<file path="config.mk">
export PLATFORM = sky130hd
export DESIGN_NAME = ethernet_request_receiver_flat
export DESIGN_NICKNAME = d
export VERILOG_FILES = /design/src/rtl/ethernet_request_receiver_if.sv /design/src/rtl/ethernet_request_receiver.sv /design/src/flat_wrapper.sv
export SDC_FILE = /design/constraint.sdc
export NUM_CORES = 1
export LEC_CHECK = 0
export ABC_AREA = 1
export BUFFER_PORTS_ARGS = -buffer_cell sky130_fd_sc_hd__buf_2
export CAP_MARGIN = 20
export CORE_AREA = 2 2 227 229
export CTS_CLUSTER_DIAMETER = 60
export DETAILED_ROUTE_END_ITERATION = 12
export DIE_AREA = 0 0 229 231
export PLACE_DENSITY_LB_ADDON = 0.12
export SLEW_MARGIN = 10
export SYNTH_ARGS = -nofsm -noshare
export SYNTH_HDL_FRONTEND = slang
export SYNTH_SLANG_ARGS = --single-unit
</file>
<file path="constraint.sdc">
create_clock -name i_clk -period 4.5 [get_ports i_clk]
set_input_delay 0.9 -clock i_clk [delete_from_list [all_inputs] [get_ports i_clk]]
set_output_delay 0.9 -clock i_clk [all_outputs]
set_load 0.01 [all_outputs]
</file>
<file path="src/rtl/ethernet_request_receiver_if.sv">
// rtl/ethernet_request_receiver_if.sv - 64-bit byte-keep stream bundle shared by rx input and payload output
interface ethernet_request_receiver_if;
  logic        tvalid;
  logic [63:0] tdata;
  logic        tlast;
  logic [7:0]  tkeep;

  modport master (output tvalid, tdata, tlast, tkeep);
  modport slave  (input  tvalid, tdata, tlast, tkeep);
endinterface

</file>
<file path="src/rtl/ethernet_request_receiver.sv">
// rtl/ethernet_request_receiver.sv - header capture, ARP/ICMP/UDP classification and payload forwarding
// Optional frame/drop counters are built only when ETH_RX_STATS_EN is defined.
module ethernet_request_receiver #(
  parameter logic [47:0] LOCAL_MAC = 48'h020000000001,
  parameter logic [31:0] LOCAL_IP  = 32'hC0A80164
) (
  input  logic                               i_clk,
  input  logic                               i_reset_n,
  ethernet_request_receiver_if.slave         rx_axis,
  output logic [335:0]                       data_head,
  output logic [47:0]                        data_head_frame_payload,
  output logic [5:0]                         data_head_frame_payload_keep,
  output logic                               data_head_valid,
  output logic                               arp_valid,
  output logic                               icmp_valid,
  output logic                               udp_valid,
  ethernet_request_receiver_if.master        m_axis,
  output logic [15:0]                        stat_rx_frames,
  output logic [15:0]                        stat_rx_dropped
);

  typedef enum logic [1:0] {S_IDLE, S_HEAD, S_PAYLOAD, S_DROP} state_t;

  state_t        state_q, state_d;
  logic [2:0]    beat_q, beat_d;
  logic [2:0]    cur_beat;
  logic [335:0]  head_q, head_d;
  logic [47:0]   pay_q, pay_d;
  logic [5:0]    pkeep_q, pkeep_d;
  logic          hv_q, hv_d;
  logic          arp_q, arp_d, icmp_q, icmp_d, udp_q, udp_d;
  logic          mv_q, mv_d, ml_q, ml_d;
  logic [63:0]   md_q, md_d;
  logic [7:0]    mk_q, mk_d;
  logic          dst_ok, ipv4_ok, is_arp, is_icmp, is_udp;

  // A beat accepted in IDLE is always beat 0 of a new frame.
  assign cur_beat = (state_q == S_IDLE) ? 3'd0 : beat_q;

  always_comb begin
    state_d = state_q;
    beat_d  = beat_q;
    head_d  = head_q;
    pay_d   = pay_q;
    pkeep_d = pkeep_q;
    hv_d    = 1'b0;
    arp_d   = arp_q;
    icmp_d  = icmp_q;
    udp_d   = udp_q;
    mv_d    = 1'b0;
    md_d    = '0;
    ml_d    = 1'b0;
    mk_d    = '0;
    dst_ok  = 1'b0;
    ipv4_ok = 1'b0;
    is_arp  = 1'b0;
    is_icmp = 1'b0;
    is_udp  = 1'b0;
    if (rx_axis.tvalid) begin
      case (state_q)
        S_IDLE, S_HEAD: begin
          if (state_q == S_IDLE) begin
            arp_d  = 1'b0;
            icmp_d = 1'b0;
            udp_d  = 1'b0;
          end
          for (int i = 0; i < 8; i++) begin
            if (cur_beat != 3'd5 || i < 2)
              head_d[335 - 8*(8*int'(cur_beat) + i) -: 8] = rx_axis.tdata[8*i +: 8];
          end
          if (cur_beat == 3'd5) begin
            pay_d   = rx_axis.tdata[63:16];
            pkeep_d = rx_axis.tkeep[7:2];
            // Field offsets: dst MAC 0..5, ethertype 12..13, ver/IHL 14, ARP op 20..21,
            // proto 23, IPv4 dst 30..33, ICMP type 34, ARP target IP 38..41.
            dst_ok  = (head_d[335:288] == LOCAL_MAC) || (head_d[335:288] == 48'hFFFF_FFFF_FFFF);
            ipv4_ok = (head_d[239:224] == 16'h0800) && (head_d[223:216] == 8'h45) &&
                      (head_d[95:64] == LOCAL_IP);
            is_arp  = (head_d[239:224] == 16'h0806) && (head_d[175:160] == 16'h0001) &&
                      (head_d[31:0] == LOCAL_IP);
            is_icmp = ipv4_ok && (head_d[151:144] == 8'h01) && (head_d[63:56] == 8'h08);
            is_udp  = ipv4_ok && (head_d[151:144] == 8'h11);
            arp_d   = dst_ok && is_arp;
            icmp_d  = dst_ok && is_icmp;
            udp_d   = dst_ok && is_udp;
            hv_d    = arp_d || icmp_d || udp_d;
            beat_d  = 3'd0;
            if (rx_axis.tlast)
              state_d = S_IDLE;
            else
              state_d = hv_d ? S_PAYLOAD : S_DROP;
          end else if (rx_axis.tlast) begin
            state_d = S_IDLE;
            beat_d  = 3'd0;
          end else begin
            state_d = S_HEAD;
            beat_d  = cur_beat + 3'd1;
          end
        end
        S_PAYLOAD: begin
          mv_d = 1'b1;
          md_d = rx_axis.tdata;
          ml_d = rx_axis.tlast;
          mk_d = rx_axis.tkeep;
          if (rx_axis.tlast) state_d = S_IDLE;
        end
        default: begin
          if (rx_axis.tlast) state_d = S_IDLE;
        end
      endcase
    end
  end

  always_ff @(posedge i_clk or negedge i_reset_n) begin
    if (!i_reset_n) begin
      state_q <= S_IDLE;
      beat_q  <= '0;
      head_q  <= '0;
      pay_q   <= '0;
      pkeep_q <= '0;
      hv_q    <= 1'b0;
      arp_q   <= 1'b0;
      icmp_q  <= 1'b0;
      udp_q   <= 1'b0;
      mv_q    <= 1'b0;
      md_q    <= '0;
      ml_q    <= 1'b0;
      mk_q    <= '0;
    end else begin
      state_q <= state_d;
      beat_q  <= beat_d;
      head_q  <= head_d;
      pay_q   <= pay_d;
      pkeep_q <= pkeep_d;
      hv_q    <= hv_d;
      arp_q   <= arp_d;
      icmp_q  <= icmp_d;
      udp_q   <= udp_d;
      mv_q    <= mv_d;
      md_q    <= md_d;
      ml_q    <= ml_d;
      mk_q    <= mk_d;
    end
  end

  assign data_head                    = head_q;
  assign data_head_frame_payload      = pay_q;
  assign data_head_frame_payload_keep = pkeep_q;
  assign data_head_valid              = hv_q;
  assign arp_valid                    = arp_q;
  assign icmp_valid                   = icmp_q;
  assign udp_valid                    = udp_q;
  assign m_axis.tvalid                = mv_q;
  assign m_axis.tdata                 = md_q;
  assign m_axis.tlast                 = ml_q;
  assign m_axis.tkeep                 = mk_q;

`ifdef ETH_RX_STATS_EN
  logic [15:0] frames_q, frames_d, dropped_q, dropped_d;
  logic        drop_ev;

  // Runt (tlast before beat 5) and classification miss both count as one drop.
  always_comb begin
    drop_ev   = 1'b0;
    frames_d  = frames_q;
    dropped_d = dropped_q;
    if (rx_axis.tvalid && (state_q == S_IDLE || state_q == S_HEAD))
      drop_ev = (cur_beat == 3'd5) ? !hv_d : rx_axis.tlast;
    if (hv_d && frames_q != 16'hFFFF) frames_d = frames_q + 16'd1;
    if (drop_ev && dropped_q != 16'hFFFF) dropped_d = dropped_q + 16'd1;
  end

  always_ff @(posedge i_clk or negedge i_reset_n) begin
    if (!i_reset_n) begin
      frames_q  <= '0;
      dropped_q <= '0;
    end else begin
      frames_q  <= frames_d;
      dropped_q <= dropped_d;
    end
  end

  assign stat_rx_frames  = frames_q;
  assign stat_rx_dropped = dropped_q;
`else
  assign stat_rx_frames  = 16'd0;
  assign stat_rx_dropped = 16'd0;
`endif

endmodule

</file>
<file path="src/flat_wrapper.sv">
// flat-port wrapper written by rule: the top's interface ports become plain ports
module ethernet_request_receiver_flat 
#(
  parameter logic [47:0] LOCAL_MAC = 48'h020000000001,
  parameter logic [31:0] LOCAL_IP  = 32'hC0A80164
)
  (i_clk, i_reset_n, data_head, data_head_frame_payload, data_head_frame_payload_keep, data_head_valid, arp_valid, icmp_valid, udp_valid, stat_rx_frames, stat_rx_dropped, rx_axis_tvalid, rx_axis_tdata, rx_axis_tlast, rx_axis_tkeep, m_axis_tvalid, m_axis_tdata, m_axis_tlast, m_axis_tkeep);
  ethernet_request_receiver_if rx_axis_i ();
  ethernet_request_receiver_if m_axis_i ();
  input  logic i_clk;
  input  logic i_reset_n;
  output logic [335:0] data_head;
  output logic [47:0] data_head_frame_payload;
  output logic [5:0] data_head_frame_payload_keep;
  output logic data_head_valid;
  output logic arp_valid;
  output logic icmp_valid;
  output logic udp_valid;
  output logic [15:0] stat_rx_frames;
  output logic [15:0] stat_rx_dropped;
  input wire logic [$bits(rx_axis_i.tvalid)-1:0] rx_axis_tvalid;
  input wire logic [$bits(rx_axis_i.tdata)-1:0] rx_axis_tdata;
  input wire logic [$bits(rx_axis_i.tlast)-1:0] rx_axis_tlast;
  input wire logic [$bits(rx_axis_i.tkeep)-1:0] rx_axis_tkeep;
  output wire logic [$bits(m_axis_i.tvalid)-1:0] m_axis_tvalid;
  output wire logic [$bits(m_axis_i.tdata)-1:0] m_axis_tdata;
  output wire logic [$bits(m_axis_i.tlast)-1:0] m_axis_tlast;
  output wire logic [$bits(m_axis_i.tkeep)-1:0] m_axis_tkeep;
  assign rx_axis_i.tvalid = rx_axis_tvalid;
  assign rx_axis_i.tdata = rx_axis_tdata;
  assign rx_axis_i.tlast = rx_axis_tlast;
  assign rx_axis_i.tkeep = rx_axis_tkeep;
  assign m_axis_tvalid = m_axis_i.tvalid;
  assign m_axis_tdata = m_axis_i.tdata;
  assign m_axis_tlast = m_axis_i.tlast;
  assign m_axis_tkeep = m_axis_i.tkeep;
  ethernet_request_receiver #(.LOCAL_MAC(LOCAL_MAC), .LOCAL_IP(LOCAL_IP)) u_core (.i_clk(i_clk), .i_reset_n(i_reset_n), .rx_axis(rx_axis_i), .data_head(data_head), .data_head_frame_payload(data_head_frame_payload), .data_head_frame_payload_keep(data_head_frame_payload_keep), .data_head_valid(data_head_valid), .arp_valid(arp_valid), .icmp_valid(icmp_valid), .udp_valid(udp_valid), .m_axis(m_axis_i), .stat_rx_frames(stat_rx_frames), .stat_rx_dropped(stat_rx_dropped));
endmodule
</file>
# [Word level (Yosys, flattened, before mapping)]
# Index checks and enable logic that the tools add are counted.
[totals] inputBits=76 register_bits=473 word_cells=143 out_inout_bits=500
[op_classes] n_eq_ne=15 reduce_logical=21 add_sub_neg=24 n_shift=16 n_mux=54
[ops] op="336-bit 2-to-1 mux" count=22
[ops] op="8-bit by 33-bit variable shift with 343-bit output (first input constant)" count=8
[ops] op="8-bit by 33-bit variable part select with 343-bit output" count=8
[ops] op="336-bit bitwise mux" count=8
[ops] op="32-bit negator with 33-bit output" count=8
[ops] op="10-bit by 32-bit subtractor with 32-bit output (first input constant)" count=7
[ops] op="64-bit 2-to-1 mux" count=2
[ops] op="32-bit == test (second input constant)" count=2
[ops] op="48-bit by 42-bit == test with 1-bit output (second input constant)" count=1
[ops] op="48-bit == test (second input constant)" count=1
[ops] op="16-bit by 12-bit == test with 1-bit output (second input constant)" count=2
[ops] op="6-bit by 3-bit adder with 7-bit output (second input constant)" count=4
[ops] op="16-bit by 1-bit == test with 1-bit output (second input constant)" count=1
[ops] op="8-bit 2-to-1 mux" count=2
[ops] op="6-bit by 2-bit adder with 7-bit output (second input constant)" count=2
[ops] op="1-bit 2-to-1 mux" count=13
[ops] op="1-bit logical AND" count=10
[ops] op="9-bit by 9-bit subtractor with 10-bit output (first input constant)" count=1
[ops] op="3-bit 2-to-1 mux" count=3
[ops] op="8-bit by 1-bit == test with 1-bit output (second input constant)" count=1
[ops] op="8-bit by 4-bit == test with 1-bit output (second input constant)" count=1
[ops] op="8-bit by 5-bit == test with 1-bit output (second input constant)" count=1
[ops] op="8-bit by 7-bit == test with 1-bit output (second input constant)" count=1
[ops] op="2-bit 2-to-1 mux" count=4
[ops] op="other kinds (12)" count=17

# [Logic depth before layout (Yosys ltp)]
[logic_depth] depth_word=47 depth_mapped=27 ltp_nobuf=23

# [Worst setup path after synthesis]
# OpenSTA, ideal clock, no wires.
[synth_path] path_kind="register to register" from="register u_core.state_q[1]" to="register u_core.state_q[0]" path_buffers=5 required_ns=4.379 t_arrival_ns=3.179 period_less_slack_ns=3.300 path_stages_with_launch=24 setup_slack_ns=1.200 setup_time_ns=0.121 cell_sequence="dfrtp_1 -> inv_2 -> nand2_4 -> nand2_2 -> buf_4 -> buf_4 -> clkbuf_1 -> ha_1 -> inv_1 -> ha_1 -> inv_2 -> buf_2 -> buf_1 -> nand4_1 -> nor3_1 -> nand2_1 -> nand3_1 -> nand2_1 -> nor2_1 -> nand3_1 -> nor2_1 -> nand3_1 -> nand4_1 -> nand2_1"
[synth_between] elab_chain_len=47 word_cells_on_any_way=105 cone_classes="23 x add/sub; 14 x eq/ne; 16 x shift; 35 x mux; 17 x reduce/logical"
[synth_lines] element="from (decl)" line_no="ethernet_request_receiver.sv:24" text="state_t state_q, state_d;"
[synth_lines] element="from (signal assigned)" line_no="ethernet_request_receiver.sv:130" text="state_q <= state_d;"
[synth_lines] element="branches (longest 47 deep; another with 32-bit negator with 33-bit output)"
# Several ways; the timed one is not identified. The select of a mux whose other input is x is not followed.
# A chain may end at the register's enable or synchronous reset.

# [Final worst setup path]
[layout_path] from="register u_core.state_q[0]" to="register u_core.state_q[0]"
# The elaborated chain is that of the path after synthesis.

==> results.py <==
metrics = {
    "yosys": {
        "synth_area_leaders": "dfrtp_1, nand2_1, o21ai_0",
        "postSynthAreaPerCell_sq_um": 8.40,
        "yosysTopAreaCellShare_pct": 56.6,
        "synth_warnings": 0,
        "synth-edff-count": 0,
        "ys_ff_latch": 473,
        "ys.flop_type": "dfrtp_1",
        "yosysMostFrequentCell": "nand2_1",
        "post-synth-top-area-cell": "dfrtp_1",
        "synth_fa_ha_area_share_pct": 0.239,
        "ys_async_sr_fraction_pct": 100,
        "synth.area.mux_share_pct": 0.323,
        "synth_xor_area_share_pct": 0,
        "synth_top_family_by_area": "simple AND/OR/NAND/NOR gates",
        "synth_compound_area_share_pct": 11.3,
        "ys_types": 44,
        "syn_area_sq_um": 20900,
        "synth-simple-area-share_pct": 23.6,
        "synth_cells": 2490,
        "synth_commonest_cells": "nand2_1, dfrtp_1, nor2_1",
        "ys_seq_area_share_pct": 56.6,
    },
    "critical_path": {
        "worst_ep_arrival_time_ps": 4370,
        "path_cells": "nor2_2 -> nor2_2 -> inv_1 -> ha_1 -> inv_1 -> ha_1 -> clkinv_2 -> buf_4 -> buf_4 -> nand2_1 -> nor3_1 -> nand2_1 -> nor2_1 -> nand2_1 -> nand3_1 -> nand2_1 -> nor2_1 -> nand3_1 -> nor2_1 -> nand3_1 -> nand4_1 -> nand2_1",
        "worstSetupPathType": "flip-flop to flip-flop",
        "end_kind": "flip-flop",
        "cp_top_family": "simple AND/OR/NAND/NOR gates",
        "slowest_delay_ps": 420,
        "cp_max_fo": 27,
        "critPathBufInv": 5,
        "path_common_cell": "nand2_1",
        "critical_path.slowest_cell": "dfrtp_1",
        "cp.required_ps": 4990,
        "start_kind": "flip-flop",
        "r2r_slack_ps": 620,
    },
    "route": {
        "drt.antenna.violating_nets": 0,
        "routed_via_density": 5.16,
        "vias": 19027,
        "wire_per_inst_microns": 22.0,
        "drt-total-wl_microns": 81000,
        "drc": 0,
        "firstDrtPassIters": 5,
        "drt_iter0_drc": 1728,
    },
    "status": {
        "status": "completed",
    },
    "floorplanning": {
        "start_util_pct": 41.3,
        "die_w_microns": 229,
        "die_h_microns": 231,
        "die_area_sq_um": 52900,
        "coreArea_sq_um": 50700,
        "ios": 576,
        "core.rowCount": 83,
    },
    "sta": {
        "fin_crit_ps": 3880,
        "fin_crit_sh_pct": 86.3,
        "fin_skew_ps": 17.1,
        "final_max_slew_viol_count": 0,
        "hold_viol": 0,
        "rsz0062_at_grt": "false",
        "worst_slew_pin_slew_ps": 1080,
        "setup_violations": 0,
        "setup_slack_ps": 618,
        "relSlewSlack_pct": 28.0,
        "max_freq_mhz": 258,
        "finalSetupTns_ps": 0,
    },
    "power_and_ir_drop": {
        "finalPower_w": 0.0154,
        "p_per_area_nw_per_um2": 596,
        "p_leak_nw": 13.9,
        "ir_drop_v": 0.000307,
    },
    "placed_design": {
        "post-place-ws_ps": 661,
        "gp_congestion": 0.918,
        "dp_hpwl_microns": 60500,
        "portBuffers": 543,
    },
    "global_routing": {
        "grt_max_degree": 109,
        "grt_overflow": 0,
        "grtUsageTotal_pct": 30.1,
        "grt_first_pass_wirelength_microns": 120000,
        "antenna_found_initial": 1,
        "grt_pass1_vias": 18574,
    },
    "clock_tree": {
        "cts_tree": "built",
        "cts.sinks": 473,
        "htreeDepth": 2,
        "cts_max_path_buffers": 3,
        "cts_hold_buf": 0,
        "path_clk_slew_ps": 60,
        "clkLatencyLatePin_ps": 610,
        "ctsResizeCount": 0,
        "cts_setup_buffers": 0,
        "cts_root_buf": "clkbuf_16",
        "cts_buffers": 51,
    },
    "finish": {
        "drive_above_1_share_pct": 23.3,
        "syn_to_final_growth_pct": 23.2,
        "final_nets": 3048,
    },
    "worst_hold_path": {
        "hp-class": "input port to async pin",
    },
    "job": {
        "drv_cap": 0,
    },
}
-- report_power, final --
| group | internal [W] | switching (W) |
|---|---|---|
| Clock | 0.00253 | 0.00179 |
| Combinational | 0.00169 | 0.00313 |
| Sequential | 0.00538 | 0.000851 |
-- worst reg2reg max path: stages, from the launching register on --
cell and delay (ps):
dfrtp_1 420, nor2_2 220, nor2_2 100, inv_1 90
ha_1 150, inv_1 40, ha_1 200, clkinv_2 100
buf_4 350, buf_4 320, nand2_1 200, nor3_1 280
nand2_1 80, nor2_1 90, nand2_1 100, nand3_1 110
nand2_1 50, nor2_1 250, nand3_1 110, nor2_1 160
nand3_1 150, nand4_1 130, nand2_1 60
-- layer usage --
metal	routed length (microns)	GRT usage (%)	up-vias
li1	-	-	8927
met1	32700	38.0	9211
met5	0	0	-
met2	39400	51.1	759
met4	2620	9.88	0
met3	6310	7.20	130
-- cells in the final DEF, fill, tap and decap left out, types with 2 or more instances in the layout --
cell type | netlist | final
buf_2 | 39 | 542
clkbuf_8 | 0 | 7
nor2_1 | 295 | 289
buf_12 | 0 | 6
nand2_1 | 638 | 637
nand2_4 | 3 | 4
and2_1 | 3 | 3
clkbuf_16 | 0 | 52
nor2_4 | 1 | 5
nand3_1 | 145 | 145
buf_4 | 41 | 26
nand3b_1 | 2 | 2
clkinv_2 | 0 | 14
bufinv_16 | 0 | 5
nor3_4 | 2 | 2
nor3_2 | 1 | 2
nand2_2 | 7 | 7
o41ai_1 | 5 | 5
inv_1 | 195 | 192
o22ai_1 | 8 | 8
o21a_1 | 22 | 22
nand3_4 | 2 | 2
nand4_1 | 37 | 37
dfrtp_1 | 473 | 473
o21ai_1 | 13 | 13
ha_1 | 4 | 4
nor2_2 | 2 | 4
clkinv_1 | 2 | 3
conb_1 | 1 | 32
inv_2 | 10 | 9
nor3_1 | 29 | 28
or2_2 | 2 | 2
o31ai_1 | 30 | 30
a21oi_1 | 93 | 93
o21ai_0 | 261 | 261
mux2_2 | 6 | 6
nor2_8 | 2 | 2
clkbuf_1 | 77 | 14
nor4_1 | 7 | 7
-- registers in the layout, indices dropped and copies added, names as in the netlist --
signal,flops
u_core.icmp_valid,1
u_core.data_head_valid,1
u_core.arp_valid,1
u_core.data_head_frame_payload_keep,6
u_core.m_axis.tvalid,1
u_core.data_head_frame_payload,48
u_core.state_q,2
u_core.m_axis.tlast,1
u_core.udp_valid,1
u_core.beat_q,3
u_core.data_head,336
u_core.m_axis.tkeep,8
u_core.m_axis.tdata,64
-- worst paths after layout --
check                                       from                endpoint  depth (start not counted)
setup / recovery               u_core.state_q[0]       u_core.state_q[0]                         22
hold / removal                         i_reset_n  u_core.m_axis.tkeep[1]                          1
min in group i_clk         u_core.data_head[159]   u_core.data_head[159]                          2
max in group asynchronous              i_reset_n   u_core.data_head[173]                          2
setup reg to reg               u_core.state_q[0]       u_core.state_q[0]                         22
hold reg to reg            u_core.data_head[159]   u_core.data_head[159]                          2
-- cells by family (layout without fill, tap and decap cells) --
group / Yosys count / after routing
adder cells (fa/ha/maj): 4 / 4
multiplexers: 6 / 6
flip-flops: 473 / 473
AND/OR/NAND/NOR: 1181 / 1181
buffers and inverters: 388 / 875
AO/OA/AOI/OAI: 437 / 437
other: 1 / 33
-- stage by stage --
stage	std cells	util, %	area, sq um	hold WS [ps]
detailed placement	3595	47.5	24100	461
global route	3688	50.9	25800	413
global placement	3595	47.5	24100	458
floorplan	2521	-	21000	509
finish	3689	50.9	25800	331
CTS	3688	50.9	25800	368
-- layout make-up --
type	instances	area, sq um
flip-flops and latches	473	11800
fillers	4983	24900
clock inverters	20	246
clock buffers	73	1450
repair buffers	575	3040
multi-input cells	1660	7580
diodes	1	2.50
inverters	207	781
well taps	680	851
Power figures use the tool's default switching activity.
